==> src/rtl/ofdm_rx_byte_packer.sv <==
// OFDM RX byte packer.
// Packs demodulated QPSK dibits into bytes aligned to each OFDM symbol start.
// Bytes go into a first-word-fall-through FIFO drained over a valid/ready stream.
// Malformed symbols and FIFO overflow drops are reported through saturating counters.
module ofdm_rx_byte_packer #(
   parameter int carriers_c   = 64,
   parameter int fifo_depth_c = 32,
   parameter int cnt_width_c  = 16
) (
   input  logic                   sys_clk,
   input  logic                   sys_rst,
   input  logic                   sys_init,
   input  logic [1:0]             rx_rcv_data,
   input  logic                   rx_rcv_data_valid,
   input  logic                   rx_rcv_data_start,
   output logic [7:0]             out_data,
   output logic                   out_sof,
   output logic                   out_valid,
   input  logic                   out_ready,
   output logic                   sym_err,
   output logic [cnt_width_c-1:0] sym_err_cnt,
   output logic [cnt_width_c-1:0] ovf_cnt
);

   localparam int AW = $clog2(fifo_depth_c);
   localparam int PW = AW + 1;
   localparam int CW = $clog2(carriers_c) + 1;
   localparam logic [CW-1:0] LAST_C = CW'(carriers_c);

   typedef enum logic {IDLE, COLLECT} state_t;

   // Saturating increment for the status counters; they stick at all-ones.
   function automatic logic [cnt_width_c-1:0] sat_inc(input logic [cnt_width_c-1:0] v);
      return (&v) ? v : v + cnt_width_c'(1);
   endfunction

   state_t          state_q, state_d;
   logic [CW-1:0]   cnt_q, cnt_d;
   logic [7:0]      shift_q, shift_d;
   logic            pend_q, pend_d;
   logic            err_q, err_d;
   logic            wr_en;
   logic [8:0]      wr_word;

   logic [8:0]      mem_q [fifo_depth_c];
   logic [PW-1:0]   wr_ptr_q, rd_ptr_q;
   logic [cnt_width_c-1:0] sym_err_cnt_q, ovf_cnt_q;

   logic            clear;
   logic            full, empty, rd_en, wr_ok, ovf;
   logic [8:0]      head;

   assign clear = sys_rst | sys_init;

   // Packing FSM: symbol alignment, dibit shifting, byte completion and malformed-symbol detection.
   always_comb begin
      state_d = state_q;
      cnt_d   = cnt_q;
      shift_d = shift_q;
      pend_d  = pend_q;
      err_d   = 1'b0;
      wr_en   = 1'b0;
      wr_word = {pend_q, shift_q[5:0], rx_rcv_data};
      if (rx_rcv_data_valid) begin
         if (rx_rcv_data_start) begin
            // A start inside COLLECT can only be early, since completion always returns to IDLE.
            err_d   = (state_q == COLLECT);
            state_d = COLLECT;
            cnt_d   = CW'(1);
            shift_d = {6'b000000, rx_rcv_data};
            pend_d  = 1'b1;
         end else if (state_q == COLLECT) begin
            cnt_d   = cnt_q + CW'(1);
            shift_d = {shift_q[5:0], rx_rcv_data};
            if (cnt_d[1:0] == 2'b00) begin
               wr_en  = 1'b1;
               pend_d = 1'b0;
            end
            if (cnt_d == LAST_C) begin
               state_d = IDLE;
               cnt_d   = '0;
            end
         end
      end
   end

   // FSM state register.
   always_ff @(posedge sys_clk) begin
      if (clear) state_q <= IDLE;
      else       state_q <= state_d;
   end

   // Packing datapath registers; a clear drops any partial byte.
   always_ff @(posedge sys_clk) begin
      if (clear) begin
         cnt_q   <= '0;
         shift_q <= '0;
         pend_q  <= 1'b0;
         err_q   <= 1'b0;
      end else begin
         cnt_q   <= cnt_d;
         shift_q <= shift_d;
         pend_q  <= pend_d;
         err_q   <= err_d;
      end
   end

   // FIFO status: extra pointer MSB distinguishes full from empty.
   assign empty = (wr_ptr_q == rd_ptr_q);
   assign full  = (wr_ptr_q[AW] != rd_ptr_q[AW]) && (wr_ptr_q[AW-1:0] == rd_ptr_q[AW-1:0]);
   assign rd_en = !empty && out_ready;
   assign wr_ok = wr_en && (!full || rd_en);
   assign ovf   = wr_en && full && !rd_en;
   assign head  = mem_q[rd_ptr_q[AW-1:0]];

   // FIFO storage; contents need no clear because the pointers define validity.
   always_ff @(posedge sys_clk) begin
      if (wr_ok && !clear) mem_q[wr_ptr_q[AW-1:0]] <= wr_word;
   end

   // FIFO pointers; a clear flushes everything buffered.
   always_ff @(posedge sys_clk) begin
      if (clear) begin
         wr_ptr_q <= '0;
         rd_ptr_q <= '0;
      end else begin
         if (wr_ok) wr_ptr_q <= wr_ptr_q + PW'(1);
         if (rd_en) rd_ptr_q <= rd_ptr_q + PW'(1);
      end
   end

   // Status counters survive a soft clear, only a hard reset zeroes them.
   always_ff @(posedge sys_clk) begin
      if (sys_rst) begin
         sym_err_cnt_q <= '0;
         ovf_cnt_q     <= '0;
      end else if (!sys_init) begin
         if (err_d) sym_err_cnt_q <= sat_inc(sym_err_cnt_q);
         if (ovf)   ovf_cnt_q     <= sat_inc(ovf_cnt_q);
      end
   end

   assign out_valid   = !empty;
   assign out_data    = empty ? 8'h00 : head[7:0];
   assign out_sof     = !empty && head[8];
   assign sym_err     = err_q;
   assign sym_err_cnt = sym_err_cnt_q;
   assign ovf_cnt     = ovf_cnt_q;

endmodule

==> config.mk <==
export PLATFORM = sky130hd
export DESIGN_NAME = ofdm_rx_byte_packer
export DESIGN_NICKNAME = d
export VERILOG_FILES = /design/src/rtl/ofdm_rx_byte_packer.sv
export SDC_FILE = /design/constraint.sdc
export NUM_CORES = 1
export LEC_CHECK = 0
export ABC_AREA = 1
export CORE_ASPECT_RATIO = 0.8
export CORE_MARGIN = 2
export CORE_UTILIZATION = 61
export DETAILED_ROUTE_END_ITERATION = 12
export PLACE_DENSITY_LB_ADDON = 0.08
export SETUP_SLACK_MARGIN = 0.15
export SYNTH_ARGS = -nofsm -noshare
export SYNTH_HDL_FRONTEND = slang
export SYNTH_SLANG_ARGS = --single-unit
==> constraint.sdc <==
create_clock -name sys_clk -period 2.85 [get_ports sys_clk]
set_input_delay 0.4275 -clock sys_clk [delete_from_list [all_inputs] [get_ports sys_clk]]
set_output_delay 0.4275 -clock sys_clk [all_outputs]
set_load 0.005 [all_outputs]
==> reports/results.ini <==
[cts]
cts_buffers=36
cts.sinks=353
clock_path_buffers=3
htreeDepth=2
clk_latency_ns=0.52
root_buffer=clkbuf_16
cts_tree=built
cts.clk_slew.worst_paths_ns=0.06

[synth]
ys_top_cells_by_count=nor2_1, edfxtp_1, nand2_1, o21ai_0, inv_1
syn-num-nets=1442
yosys_warnings=0
synthMuxAreaShare_pct=0
ys_types=34
synth_compound_area_share_pct=10.7
synth-simple-area-share_pct=16.7
async_reset_ff_share_pct=0
avgSynthCellArea_sq_um=10.5
synth.yosys.seq_area_share_pct=66.4
netlist_area_sq_um=15000
synth_top_cell_area_share_pct=57.7
syn-instance-count=1426
synth_edf_count=288
ys.flop_type=edfxtp_1
ys_top_cells_by_area=edfxtp_1, dfxtp_1, nor2_1
synth_adder_area_share_pct=0.668
synth_most_common_cell=nor2_1
synth_xor_area_share_pct=0.936
synth_top_family_by_area=simple AND/OR/NAND/NOR gates
synth_seq_cells=353
synth.largest_area_cell=edfxtp_1

[timing]
max_freq_mhz=355
hold_violations=0
layout_worst_path_cycle_share_pct=98.9
period_needed_ns=2.82
rsz0062_at_grt=true
max_slew.worst_pin.slew_ns=0.975
clock_skew_ns=0.0124
finalSetupViolCount=0
relSlewSlack_pct=35.0
drv_slew=0

[cells_and_area]
areaGrowthSynthToFinish_pct=20.5
fin_cells=1886
antenna-diode-count=0
utilization_pct=74.4
final_area_sq_um=18000
fin_nets=1557
layout-drive-gt1-share_pct=14.0

[setup_path]
rr_worst_depth=10
worst-path-buf-inv=3
worstSetupEndpointType=primary output
cpPeakStageDelay_ns=0.55
crit_path_cell_trace=inv_6 > clkbuf_16 > nor2_1 > nor2_1 > o21ai_0 > o211ai_1 > nand3_1 > nand2_1 > nor2_2 > nor2_2 > buf_2
cp-start-kind=flip-flop
critPathCapture=out_data[3]
reg2reg_from=ovf_cnt[0]
cp.depth=11
ff2ff_setup_slack_ns=0.58
critPathKind=reg2out
crit_arrival_ns=2.39
crit_path_max_fanout=8
reg2reg_to=ovf_cnt[3]
cp.required_ns=2.42
cp_slowest_cell=dfxtp_4
cp_top_family=simple AND/OR/NAND/NOR gates

[pwr]
p_switching_uw=2010
p_seq_share_pct=53.6
comb_power_share_pct=1.0
p_per_area_nw_per_um2=572
pwr-share-clk_pct=45.4
p_sw_share_pct=19.5
leakage_uw=0.00613
intPower_uw=8310
vdd.ir_drop.worst_uv=568

[place]
portBuffers=50
place_area_sq_um=16200
dp.cells=1792
gp_congestion=0.850
dp_hpwl_um=23800

[die]
start_util_pct=61.8
die_area_sq_um=25800
coreArea_sq_um=24200
fp.dieW_um=179
row_count=51
dieHeight_um=144
ios=51

[detailed_routing]
drt_iter0_drc=1718
wirelength_um=42000
first_pass_iters=5
drtAntennaViolNets=0
via_count=11592
routed_via_density=6.15
drc=0
wl_per_cell_um=22.2

[grt]
antenna_found_initial=0
grt_pass1_wl_um=60600
first_global_vias=10780
grt_max_degree=41
grt_usage_pct=31.7
grt_overflow=0

[hold_path]
whs_path_depth=2
hold_path_class=reg2reg

[job]
cap_violations=0

[outcome]
outcome=complete, no violations

-- layer usage --
metal	global-route usage, %	vias to the layer above	share of wire (%)
li1	-	5205	-
met4	9.68	0	2.6
met3	7.05	100	12
met1	46.1	5526	40
met5	0	-	0
met2	48.1	761	45
-- worst register-to-register path, stage by stage (launching register included) --
cell and delay, ns:
dfxtp_1 0.46, ha_1 0.25, nand2_1 0.10, nor2_2 0.24, inv_1 0.13, nor3_2 0.18
nand2_1 0.39, nand3_1 0.25, nand2_1 0.06, nand2_1 0.05, nor2_1 0.05
-- power by group through the flow --
| stage | Combinational (uW) | Clock [uW] | Sequential (uW) |
|---|---|---|---|
| 2_1_floorplan | 28.1 | 0 | 5650 |
| 3_3_place_gp | 99.1 | 0 | 5640 |
| 3_5_place_dp | 100 | 0 | 5640 |
| 4_1_cts | 101 | 4710 | 5530 |
| 5_1_grt | 108 | 4940 | 5530 |
| 6_report | 101 | 4690 | 5530 |
-- registers in the layout, summed over array words and instances (netlist names), named ones only --
signal	cells
mem_q	288
ovf_cnt	16
sym_err_cnt	16
cnt_q	7
rd_ptr_q	6
shift_q	6
wr_ptr_q	6
pend_q	1
state_q	1
sym_err	1
-- repair_timing --
action                                  in CTS  in global routing
hold buffers                                 0                  0
gates resized for setup                     74                 54
endpoints found under the setup margin      10                 10
gates cloned                                 7                  9
buffers inserted                             8                  5
pin swaps                                   33                 53
-- kinds of logic (layout without fill, tap and decap cells) --
| family | count (synthesis) | in the layout |
|---|---|---|
| simple gates | 599 | 599 |
| flops | 353 | 353 |
| compound gates | 283 | 283 |
| buf+inv | 167 | 309 |
| xor+xnor | 16 | 16 |
| fa+ha+maj | 8 | 8 |
-- through the flow --
stage / total power [uW] / worst slack, ns / TNS (ns) / hold WS, ns
2_1_floorplan: 5680 / 0.698 / 0 / 0.439
3_3_place_gp: 5740 / 0.271 / 0 / 0.450
3_5_place_dp: 5740 / 0.235 / 0 / 0.452
4_1_cts: 10300 / 0.0519 / 0 / 0.462
5_1_grt: 10600 / -0.0181 / -0.0233 / 0.483
6_report: 10300 / 0.0322 / 0 / 0.463
-- layout by cell type (no fill, tap or decap), drive strengths merged --
cell           count
nor2             305
bufinv             4
clkinv            14
a21oi             45
nor3b              2
o21ai            162
o21bai             2
nor3              16
clkdlybuf4s50     41
dfxtp             65
o22ai              9
xnor2              3
inv               92
nand3             82
nand2            175
nand4             18
o211ai            64
buf              102
xor2              13
ha                 8
edfxtp           288
o2111ai            1
and3               1
clkbuf            56
-- cell type report --
class	count	area (sq um)
inverter	93	362
timing repair inverter	1	8.76
sequential	353	9960
clock buffer	49	971
timing repair buffer	150	1670
fill	1637	6200
clock inverter	16	181
multi-input combinational	906	4490
tap	318	398
-- how the worst min path moves through the flow --
stage	start	end	slack [ns]
2_1_floorplan	state_q	state_q	0.44
3_3_place_gp	ovf_cnt[5]	ovf_cnt[5]	0.45
3_5_place_dp	state_q	state_q	0.45
4_1_cts	state_q	state_q	0.46
5_1_grt	state_q	state_q	0.48
6_report	state_q	state_q	0.46
Note: power is estimated with default switching activity, not from simulation.
